### src/rtl/cpu_muldiv.sv
// cpu_muldiv: iterative RV32M multiply/divide unit for the execute stage.
// Multiplies use radix-2 shift-add and divides use restoring shift-subtract,
// one bit per cycle. Divide by zero and signed overflow finish in one cycle.
// Optional build macro CPU_MULDIV_FAST_MUL_EN replaces the iterative multiply
// with a single-cycle combinational multiplier. Division is the same in both builds.
module cpu_muldiv #(
  parameter int XLEN = 32
) (
  input  logic            clk,
  input  logic            rst_n,
  input  logic            start,
  input  logic [2:0]      op,
  input  logic [XLEN-1:0] src_a,
  input  logic [XLEN-1:0] src_b,
  input  logic            flush,
  output logic            busy,
  output logic            valid,
  output logic [XLEN-1:0] result
);

  localparam int CW = $clog2(XLEN + 1);
  localparam logic [XLEN-1:0] SMIN = {1'b1, {(XLEN-1){1'b0}}};

  typedef enum logic [1:0] {IDLE, CALC, DONE} state_t;

  state_t              state_reg, state_next;
  logic [2:0]          op_reg, op_next;
  logic [2*XLEN-1:0]   acc_reg, acc_next;     // product, or quotient in the low half
  logic [XLEN-1:0]     rem_reg, rem_next;     // partial remainder
  logic [XLEN-1:0]     opb_reg, opb_next;     // multiplicand / divisor magnitude
  logic [CW-1:0]       cnt_reg, cnt_next;
  logic                neg_res_reg, neg_res_next;
  logic                neg_rem_reg, neg_rem_next;
  logic [XLEN-1:0]     result_reg, result_next;

  // Operand decode on the request inputs
  logic            a_signed, b_signed, a_neg, b_neg, div_zero, div_ovf;
  logic [XLEN-1:0] a_mag, b_mag;

  assign a_signed = (op == 3'd1) || (op == 3'd2) || (op == 3'd4) || (op == 3'd6);
  assign b_signed = (op == 3'd1) || (op == 3'd4) || (op == 3'd6);
  assign a_neg    = a_signed && src_a[XLEN-1];
  assign b_neg    = b_signed && src_b[XLEN-1];
  assign a_mag    = a_neg ? -src_a : src_a;
  assign b_mag    = b_neg ? -src_b : src_b;
  assign div_zero = op[2] && (src_b == '0);
  assign div_ovf  = ((op == 3'd4) || (op == 3'd6)) && (src_a == SMIN) && (src_b == '1);

  // One iteration of each algorithm, from the registered working state
  logic [XLEN:0]     mul_sum, div_shift, div_diff;
  logic [2*XLEN-1:0] mul_step, prod_fix;
  logic [XLEN-1:0]   quo_step, rem_step, quo_fix, rem_fix;
  logic              div_ok;

  assign mul_sum   = {1'b0, acc_reg[2*XLEN-1:XLEN]} + (acc_reg[0] ? {1'b0, opb_reg} : '0);
  assign mul_step  = {mul_sum, acc_reg[XLEN-1:1]};
  // Trial subtraction is XLEN+1 bits so the borrow shows up in the top bit
  assign div_shift = {rem_reg, acc_reg[XLEN-1]};
  assign div_diff  = div_shift - {1'b0, opb_reg};
  assign div_ok    = ~div_diff[XLEN];
  assign rem_step  = div_ok ? div_diff[XLEN-1:0] : div_shift[XLEN-1:0];
  assign quo_step  = {acc_reg[XLEN-2:0], div_ok};

  // Sign correction applied to the final iteration's values
  assign prod_fix = neg_res_reg ? -mul_step : mul_step;
  assign quo_fix  = neg_res_reg ? -quo_step : quo_step;
  assign rem_fix  = neg_rem_reg ? -rem_step : rem_step;

`ifdef CPU_MULDIV_FAST_MUL_EN
  logic [2*XLEN-1:0] fast_a, fast_b, fast_prod;
  assign fast_a    = a_signed ? {{XLEN{src_a[XLEN-1]}}, src_a} : {{XLEN{1'b0}}, src_a};
  assign fast_b    = b_signed ? {{XLEN{src_b[XLEN-1]}}, src_b} : {{XLEN{1'b0}}, src_b};
  assign fast_prod = fast_a * fast_b;
`endif

  // Next-state and datapath update; everything holds by default
  always_comb begin
    state_next   = state_reg;
    op_next      = op_reg;
    acc_next     = acc_reg;
    rem_next     = rem_reg;
    opb_next     = opb_reg;
    cnt_next     = cnt_reg;
    neg_res_next = neg_res_reg;
    neg_rem_next = neg_rem_reg;
    result_next  = result_reg;
    case (state_reg)
      IDLE: begin
        if (start && !flush) begin
          op_next      = op;
          acc_next     = {{XLEN{1'b0}}, a_mag};
          rem_next     = '0;
          opb_next     = b_mag;
          cnt_next     = CW'(XLEN);
          neg_res_next = a_neg ^ b_neg;
          neg_rem_next = a_neg;
          if (div_zero) begin
            result_next = op[1] ? src_a : '1;
            state_next  = DONE;
          end else if (div_ovf) begin
            result_next = op[1] ? '0 : src_a;
            state_next  = DONE;
`ifdef CPU_MULDIV_FAST_MUL_EN
          end else if (!op[2]) begin
            result_next = (op == 3'd0) ? fast_prod[XLEN-1:0] : fast_prod[2*XLEN-1:XLEN];
            state_next  = DONE;
`endif
          end else begin
            state_next = CALC;
          end
        end
      end
      CALC: begin
        cnt_next = cnt_reg - CW'(1);
        acc_next = op_reg[2] ? {{XLEN{1'b0}}, quo_step} : mul_step;
        rem_next = op_reg[2] ? rem_step : rem_reg;
        if (flush) begin
          state_next = IDLE;
        end else if (cnt_reg == CW'(1)) begin
          state_next = DONE;
          case (op_reg)
            3'd0:       result_next = prod_fix[XLEN-1:0];
            3'd1, 3'd2,
            3'd3:       result_next = prod_fix[2*XLEN-1:XLEN];
            3'd4, 3'd5: result_next = quo_fix;
            default:    result_next = rem_fix;
          endcase
        end
      end
      DONE:    state_next = IDLE;
      default: state_next = IDLE;
    endcase
  end

  // State and datapath registers with asynchronous clear
  always_ff @(posedge clk or negedge rst_n) begin
    if (!rst_n) begin
      state_reg   <= IDLE;
      op_reg      <= '0;
      acc_reg     <= '0;
      rem_reg     <= '0;
      opb_reg     <= '0;
      cnt_reg     <= '0;
      neg_res_reg <= 1'b0;
      neg_rem_reg <= 1'b0;
      result_reg  <= '0;
    end else begin
      state_reg   <= state_next;
      op_reg      <= op_next;
      acc_reg     <= acc_next;
      rem_reg     <= rem_next;
      opb_reg     <= opb_next;
      cnt_reg     <= cnt_next;
      neg_res_reg <= neg_res_next;
      neg_rem_reg <= neg_rem_next;
      result_reg  <= result_next;
    end
  end

  assign busy   = (state_reg != IDLE);
  assign valid  = (state_reg == DONE);
  assign result = result_reg;

endmodule

### config.mk
export PLATFORM = sky130hd
export DESIGN_NAME = cpu_muldiv
export DESIGN_NICKNAME = d
export VERILOG_FILES = /design/src/rtl/cpu_muldiv.sv
export SDC_FILE = /design/constraint.sdc
export NUM_CORES = 1
export LEC_CHECK = 0
export CORE_MARGIN = 5
export CORE_UTILIZATION = 65
export DETAILED_ROUTE_END_ITERATION = 12
export PLACE_DENSITY = 0.86
export REMOVE_ABC_BUFFERS = 1
export SLEW_MARGIN = 20
export SYNTH_ARGS = -nofsm -noshare
export SYNTH_HDL_FRONTEND = slang
export SYNTH_SLANG_ARGS = --single-unit
### constraint.sdc
create_clock -name clk -period 8 [get_ports clk]
set_clock_uncertainty 0.15 [all_clocks]
set_input_delay 0.8 -clock clk [delete_from_list [all_inputs] [get_ports clk]]
set_output_delay 0.8 -clock clk [all_outputs]
set_load 0.005 [all_outputs]
==> results.ini <==
[run_status]
status=finished clean

[placement]
port_buffers=104
gp_congestion=1.047
dpl.hpwl_um=46890
placed_cells=2556

[layout]
regArea_sq_mm=0.004332
diodes=0
fillers=2096
multi_input_area_sq_mm=0.01191
largest_reg_flops=64
nets=2385
drive_gt1_share_pct=4.927
fin_util_pct=72.42
stdcell_count=2588
syn_to_final_growth_pct=9.733

[global_routing]
grt_usage_pct=42.34
grt_pass1_wl_um=98260
grt_pass1_vias=17143
antenna_found_initial=0
grt-ovfl-total=0
grt_max_degree=97

[critical_path]
cp.arrival_ps=6360
critPathLaunchType=flop
cp_max_fo=37
cp_slowest_stage_delay_ps=760
critPathSlowestCell=or4b_1
required_ps=8150
crit_family=compound AO/OA/AOI/OAI gates
crit_buf_inv=4
path_cells=inv_1, ha_1, inv_1, fa_1, a211o_1, a21o_1, o211ai_2, a31oi_1, or3_4, and2_2, clkinv_4, buf_4, nor2_1, a21oi_1, ha_1, nand2_1, nor2_1, a21oi_1, or4b_1, o41ai_4, xor2_1, a221oi_2, a211oi_2
cp-end-kind=flop
crit_type=reg2reg

[logic_synthesis]
synth_common_cells=nand2_1, o21ai_0, nor2_1
synth_top_area_share_pct=25.24
yosysMostFrequentCell=nand2_1
yosys_most_used_dff=dfrtp_1
synth_area_per_cell_sq_um=7.625
yosysWarningCount=0
async_flop_share_pct=100.0
synth.area.top_cells=dfrtp_1, o21ai_0, xnor2_1, nand2_1, ha_1
synth_edf_count=0
yosysTopAreaCell=dfrtp_1
netlist_area_sq_mm=0.01715
synth_cells=2249
yosysSeqAreaShare_pct=25.24
synth_seq_cells=173
synth_cell_type_count=90

[floorplan]
ioPinCount=105
start_util_pct=66.00
die_area_sq_mm=0.02973
core_sq_mm=0.02598
die_width_um=172.4
fp.dieH_um=172.4
num_rows=59

[clocking]
cts_max_level=4
numCtsBuffers=17
root_buffer=clkbuf_16
cts_resized=0
clockBufferDepth=2
cts_tree=built
cts_setup_buffers=0
clk_latency_ps=460
cts_sinks=173
clk_pin_slew_ps=80
postCtsHoldBufs=0

[pwr]
seqPwrFrac_pct=19.2
p_comb_share_pct=70.9
switchingPower_mw=5.179
p_leak_nw=7.664
power_mw=9.225
power_density_mw_per_mm2=490.2
clockPowerShare_pct=9.9
swShare_pct=56.15
ir_drop_v=0.0003848
p_int_mw=4.045

[detailed_routing]
ant_nets=0
first_pass_iters=9
routed_via_density=7.104
routed_wl_um=63470
wl_per_cell_um=24.53
drc=0
drtIter0Drc=2705
routed-via-count=18384

[timing]
relSlewSlack_pct=22.81
fmax_mhz=160.9
finalCritPeriodShare_pct=77.71
hold_viol_final=0
min_period_ps=6217
worst_pin_slew_ps=1155
drv_slew=0
final-setup-viol-count=0
rsz0062_at_grt=no
fin_setup_tns_ps=0

[min_path]
hold_path.class=in2async

[job]
drv_cap=0

[stage by stage]
stage                     setup WS [ps]  cell area, sq um  hold slack, ps
after floorplan                    1406             16490           299.8
final                              1783             18820           250.4
after CTS                          1923             18810           334.4
after global placement             2135             18190           314.0
after detailed placement           2003             18190           322.1
after global routing               1492             18820           344.8
[layout make-up]
class	instances	share of cell area, %
well taps	335	2.227
repair buffers	131	6.636
multi-input cells	1843	63.31
clock buffers	17	2.261
inverters	74	1.503
flip-flops and latches	173	23.02
clock inverters	15	1.044
[metal layers]
metal | GRT usage, % | vias up | wire length (um)
met5 | 0 | - | 0
met4 | 22.28 | 0 | 4184
met3 | 8.253 | 270 | 7105
met2 | 64.12 | 1305 | 27300
met1 | 57.40 | 8601 | 24880
li1 | - | 8208 | -
[placed cells by master, fill, tap and decap left out, drive strengths merged, types with 9 or more instances in the layout]
| cell type | netlist | layout |
|---|---|---|
| a221oi | 17 | 17 |
| a31oi | 19 | 19 |
| xnor2 | 122 | 122 |
| nor2 | 182 | 182 |
| clkdlybuf4s50 | 0 | 103 |
| xor2 | 87 | 87 |
| clkinv | 3 | 10 |
| o41ai | 17 | 17 |
| dfrtp | 173 | 173 |
| and3 | 12 | 12 |
| a21o | 23 | 23 |
| nor3 | 57 | 57 |
| or3 | 34 | 34 |
| nor2b | 15 | 15 |
| o221ai | 22 | 22 |
| mux2i | 67 | 67 |
| nor4 | 23 | 23 |
| and2 | 17 | 17 |
| or2 | 10 | 10 |
| nand4 | 21 | 21 |
| o22ai | 9 | 9 |
| buf | 29 | 28 |
| a21oi | 161 | 161 |
| a22o | 27 | 27 |
| nand2b | 15 | 15 |
| o21ai | 237 | 237 |
| clkbuf | 130 | 17 |
| nand2 | 274 | 274 |
| inv | 71 | 77 |
| ha | 72 | 72 |
| o21bai | 9 | 9 |
| a2111oi | 10 | 10 |
| o211ai | 48 | 48 |
| o21a | 15 | 15 |
| a211oi | 37 | 37 |
| a211o | 9 | 9 |
| o31ai | 34 | 34 |
| nand3 | 39 | 39 |
| or4 | 9 | 9 |
[cells by family (layout without fill, tap and decap cells)]
family	after synthesis	in the layout	synth area share, %
DFF	173	173	25.24
xor gates and xnor gates	209	209	10.67
adders and majority gates	75	75	5.545
and+or+nand+nor	740	740	20.35
AOI/OAI and AO/OA	744	744	28.29
buffers and inverters	233	237	5.465
muxes	75	75	4.436
[power by group through the flow]
stage | clock network [mW] | logic, mW | registers (mW)
global placement | 0 | 6.16 | 1.73
floorplan | 0 | 4.31 | 1.62
global route | 0.942 | 6.96 | 1.81
detailed placement | 0 | 6.22 | 1.74
CTS | 0.903 | 6.29 | 1.74
finish | 0.912 | 6.54 | 1.77
[final timing paths]
kind                                          from                 endpoint  slack [ps]  cells past startpoint
max in group asynchronous                    rst_n  acc_reg[41]$_DFFE_PN0P_        6110                      2
max                        acc_reg[31]$_DFFE_PN0P_   result[30]$_DFFE_PN0P_        1780                     23
max reg2reg                acc_reg[31]$_DFFE_PN0P_   result[30]$_DFFE_PN0P_        1780                     23
min                                          rst_n  opb_reg[19]$_DFFE_PN0P_         250                      1
min reg2reg                opb_reg[10]$_DFFE_PN0P_  opb_reg[10]$_DFFE_PN0P_         330                      2
min in group clk           opb_reg[10]$_DFFE_PN0P_  opb_reg[10]$_DFFE_PN0P_         330                      2
(Power assumes the default switching activity.)
